==> src/rtl/seq_addsub.sv <==
// Multi-cycle adder/subtractor: an n-bit operation processed k bits per clock through one registered carry.
// Optional signed saturation of the result is enabled by defining SEQ_ADDSUB_SAT_EN.
module seq_addsub #(
  parameter int n = 32,
  parameter int k = 8
) (
  input  logic         clk,
  input  logic         rst,
  input  logic         in_valid,
  output logic         in_ready,
  input  logic [n-1:0] a,
  input  logic [n-1:0] b,
  input  logic         cin,
  input  logic         sub,
  output logic         out_valid,
  input  logic         out_ready,
  output logic [n-1:0] sum,
  output logic         cout,
  output logic         ovf
);

  localparam int NCH = n / k;
  localparam int CW  = (NCH > 1) ? $clog2(NCH) : 1;
  localparam logic [CW-1:0] LAST = CW'(NCH - 1);

  if ((n % k) != 0) begin : g_width_check
    $error("seq_addsub: n must be a multiple of k");
  end

  typedef enum logic [1:0] {IDLE, BUSY, DONE} state_e;

  state_e        state_q, state_d;
  logic [CW-1:0] cnt_q, cnt_d;
  logic          carry_q, carry_d;
  logic [n-1:0]  a_q, a_d;
  logic [n-1:0]  b_q, b_d;
  logic [n-1:0]  sum_q, sum_d;
  logic          cout_q, cout_d;
  logic          ovf_q, ovf_d;

  logic [k-1:0]  a_chunk, b_chunk;
  logic [k:0]    chunk_sum;
  logic          ovf_last;

  always_comb begin
    // NOTE: every signal written here gets a default first, so no path leaves it unassigned and no latch is inferred.
    state_d = state_q;
    cnt_d   = cnt_q;
    carry_d = carry_q;
    a_d     = a_q;
    b_d     = b_q;
    sum_d   = sum_q;
    cout_d  = cout_q;
    ovf_d   = ovf_q;

    a_chunk   = a_q[int'(cnt_q)*k +: k];
    b_chunk   = b_q[int'(cnt_q)*k +: k];
    chunk_sum = {1'b0, a_chunk} + {1'b0, b_chunk} + {{k{1'b0}}, carry_q};
    // Carry into the MSB is recovered as a^b^sum at that bit; overflow is it XOR carry out.
    ovf_last  = a_q[n-1] ^ b_q[n-1] ^ chunk_sum[k-1] ^ chunk_sum[k];

    unique case (state_q)
      IDLE: begin
        if (in_valid) begin
          a_d     = a;
          b_d     = sub ? ~b : b;
          carry_d = sub ? ~cin : cin;
          cnt_d   = '0;
          state_d = BUSY;
        end
      end
      BUSY: begin
        sum_d[int'(cnt_q)*k +: k] = chunk_sum[k-1:0];
        carry_d = chunk_sum[k];
        if (cnt_q == LAST) begin
          cout_d  = chunk_sum[k];
          ovf_d   = ovf_last;
          state_d = DONE;
`ifdef SEQ_ADDSUB_SAT_EN
          if (ovf_last) begin
            sum_d = a_q[n-1] ? {1'b1, {(n-1){1'b0}}} : {1'b0, {(n-1){1'b1}}};
          end
`endif
        end else begin
          cnt_d = cnt_q + 1'b1;
        end
      end
      DONE: begin
        if (out_ready) state_d = IDLE;
      end
      default: state_d = IDLE;
    endcase
  end

  always_ff @(posedge clk) begin
    // NOTE: state registers use non-blocking assignments so every flop samples pre-edge values.
    if (rst) begin
      state_q <= IDLE;
      cnt_q   <= '0;
      carry_q <= 1'b0;
      a_q     <= '0;
      b_q     <= '0;
      sum_q   <= '0;
      cout_q  <= 1'b0;
      ovf_q   <= 1'b0;
    end else begin
      state_q <= state_d;
      cnt_q   <= cnt_d;
      carry_q <= carry_d;
      a_q     <= a_d;
      b_q     <= b_d;
      sum_q   <= sum_d;
      cout_q  <= cout_d;
      ovf_q   <= ovf_d;
    end
  end

  assign in_ready  = (state_q == IDLE);
  assign out_valid = (state_q == DONE);
  assign sum       = sum_q;
  assign cout      = cout_q;
  assign ovf       = ovf_q;

endmodule

==> config.mk <==
export PLATFORM = sky130hd
export DESIGN_NAME = seq_addsub
export DESIGN_NICKNAME = d
export VERILOG_FILES = /design/src/rtl/seq_addsub.sv
export SDC_FILE = /design/constraint.sdc
export NUM_CORES = 1
export LEC_CHECK = 0
export BUFFER_PORTS_ARGS = -buffer_cell sky130_fd_sc_hd__buf_2
export CAP_MARGIN = 0
export CORE_ASPECT_RATIO = 2
export CORE_UTILIZATION = 47
export CTS_CLUSTER_SIZE = 30
export DETAILED_ROUTE_END_ITERATION = 7
export PLACE_DENSITY = 0.69
export SLEW_MARGIN = 20
export SYNTH_ARGS = -nofsm -noshare
export SYNTH_HDL_FRONTEND = slang
export SYNTH_SLANG_ARGS = --single-unit
==> constraint.sdc <==
create_clock -name clk -period 4.7 [get_ports clk]
set_clock_uncertainty 0.15 [all_clocks]
set_input_delay 0.94 -clock clk [delete_from_list [all_inputs] [get_ports clk]]
set_output_delay 0.94 -clock clk [all_outputs]
set_load 0.02 [all_outputs]
==> flow_metrics.tcl <==
set metrics [dict create \
    synth_edf_count 0 \
    nets 673 \
    end_kind "flop" \
    dr_total_vias 3888 \
    hold_end "a_q[16]" \
    synth_flop_cell "dfxtp_1" \
    synth_top_cell_area_share 0.433 \
    async_flop_share 0 \
    drc 0 \
    wl_um 11300 \
    ctsResizeCount 0 \
    worstReg2RegStart "cnt_q[0]" \
    synthCells 501 \
    dieArea_mm2 0.0106 \
    reg2reg_slack_ns 0.97 \
    dp_hpwl_um 8600 \
    worst_r2r_endpoint "ovf" \
    most-common-layout-cells "buf_2, dfxtp_1, nor2_1, nand2_1, a21oi_1" \
    die-width_um 73.1 \
    coreArea_mm2 0.00976 \
    ys_warn_count 0 \
    cts_hold_buf 0 \
    initial_core_util 0.487 \
    clock-sinks 103 \
    clock_latency_ns 0.35 \
    final_common_cell "buf_2" \
    antenna_found_initial 0 \
    h-tree-depth 3 \
    root_buffer "clkbuf_16" \
    max_freq_mhz 268 \
    irDropWorstVdd_uv 212 \
    p_leak_nw 2.31 \
    relSlewSlack 0.323 \
    slew_viol_final 0 \
    gr-usage-all-layers 0.231 \
    critPathKind "flop to flop" \
    avgRoutedWirePerCell_um 15.6 \
    place_congestion 0.959 \
    grt_max_degree 44 \
    grt_pass1_vias 3848 \
    gr-total-overflow 0 \
    final_cells 725 \
    synth.area.top_cells "dfxtp_1, mux4_2, xnor2_1" \
    clk_pin_slew_worst_paths_ns 0.07 \
    setup_ws_ns 0.971 \
    power_density_mw_per_mm2 360 \
    rsz0062_at_grt "no" \
    synth_largest_area_cell "dfxtp_1" \
    avgSynthCellArea_um2 9.50 \
    period_minus_slack_ns 3.73 \
    hold_start "a_q[16]" \
    cp-start-kind "flop" \
    netlist_area_mm2 0.00476 \
    final_util 0.578 \
    cp.arrival_ns 3.86 \
    finalSetupViolations 0 \
    seq_area_frac_synth 0.433 \
    viasPerCell 5.36 \
    clk_path_buf_depth 2 \
    hp-class "flop to flop" \
    grt_pass1_wl_um 18400 \
    row_count 51 \
    cts_tree "built" \
    ys_seq_elements 103 \
    ant_nets 0 \
    die_h_um 144 \
    drtPass1Iterations 5 \
    status "complete, no violations" \
    cp_max_fo 11 \
    numCtsBuffers 9 \
    pre_cts_ws_ns 1.02 \
    crit_required_ns 4.83 \
    diodes 0 \
    final.period_utilization 0.793 \
    hold_path_depth 2 \
    hold_violations 0 \
    synth_cell_types 42 \
    tightestPinTransition_ns 1.01 \
    place_inst 709 \
    setup_tns_ns 0 \
    cts_setup_buffers 0 \
    drive_above_1_share 0.263 \
    portBuffers 105 \
    io_pins 106 \
    maxCapViolCount 0 \
    ff2ff_path_depth 8 \
    drtIter0Drc 168 \
    synth_fp_nets 586 \
    area_growth_pct 18.6 \
]
==> layer usage <==
layer	part of all wire	GRT usage
met5	0	0
met4	0.039	0.133
met3	0.036	0.0404
met2	0.55	0.412
met1	0.38	0.249
==> state kept, by name, summed over array words and instances, names as in the netlist <==
name / flops
a_q: 32
b_q: 32
carry_q: 1
cnt_q: 2
cout: 1
ovf: 1
state_q: 2
sum: 32
==> where the power goes <==
group | leakage [nW] | internal (mW) | total, mW | switching, mW
registers | 0.843 | 0.919 | 0.950 | 0.0313
clock network | 0.149 | 0.430 | 0.757 | 0.327
logic | 1.32 | 0.136 | 0.324 | 0.187
total | 2.31 | 1.48 | 2.03 | 0.546
==> layout make-up <==
type                    instances  area (um2)
fillers                       913        4120
inverters                       4        15.0
repair buffers                111         571
well taps                     132         165
multi-input cells             359        2520
clock buffers                  10         239
clock inverters                 6        68.8
flip-flops and latches        103        2060
==> synthesized netlist by cell type, types with 4 or more instances <==
cell and number:
nor2_1 75, dfxtp_1 103, nand2_1 67, clkbuf_1 17, xnor2_1 36, mux4_2 16, a21oi_1 40, ha_1 13
buf_2 15, a211oi_1 34, a22oi_1 33, inv_1 4
==> through the flow <==
stage | total power, mW | hold WS, ns | cell area, um2
2_1_floorplan | 1.19 | 0.283 | 4760
6_report | 2.03 | 0.306 | 5640
5_1_grt | 2.12 | 0.334 | 5640
4_1_cts | 2.05 | 0.308 | 5640
3_3_place_gp | 1.29 | 0.294 | 5340
3_5_place_dp | 1.29 | 0.293 | 5340
==> critical path, stage by stage (launching register included) <==
cell	delay (ns)
dfxtp_1	0.72
mux4_2	0.62
fa_1	0.44
fa_1	0.46
a211oi_2	0.35
o211ai_1	0.15
a211o_1	0.34
a2111oi_2	0.29
nand3b_1	0.15
==> cells by family (layout without fill, tap and decap cells) <==
kind of cell	count (synthesis)	after routing	synth area share
compound gates	127	127	0.183
xor+xnor	39	39	0.0718
fa+ha+maj	15	15	0.0426
buf+inv	39	131	0.0363
flops	103	103	0.433
mux	17	17	0.0779
simple gates	161	161	0.155
==> worst max path at each step <==
| stage | startpoint | endpoint | slack [ns] | cells past startpoint |
|---|---|---|---|---|
| 2_1_floorplan | cnt_q[0] | ovf | 1.13 | 9 |
| 3_3_place_gp | cnt_q[0] | ovf | 1.11 | 8 |
| 3_5_place_dp | cnt_q[0] | ovf | 1.02 | 8 |
| 4_1_cts | cnt_q[0] | ovf | 0.94 | 8 |
| 5_1_grt | cnt_q[0] | ovf | 0.78 | 8 |
| 6_report | cnt_q[0] | ovf | 0.97 | 8 |
Power figures use the tool's default switching activity.
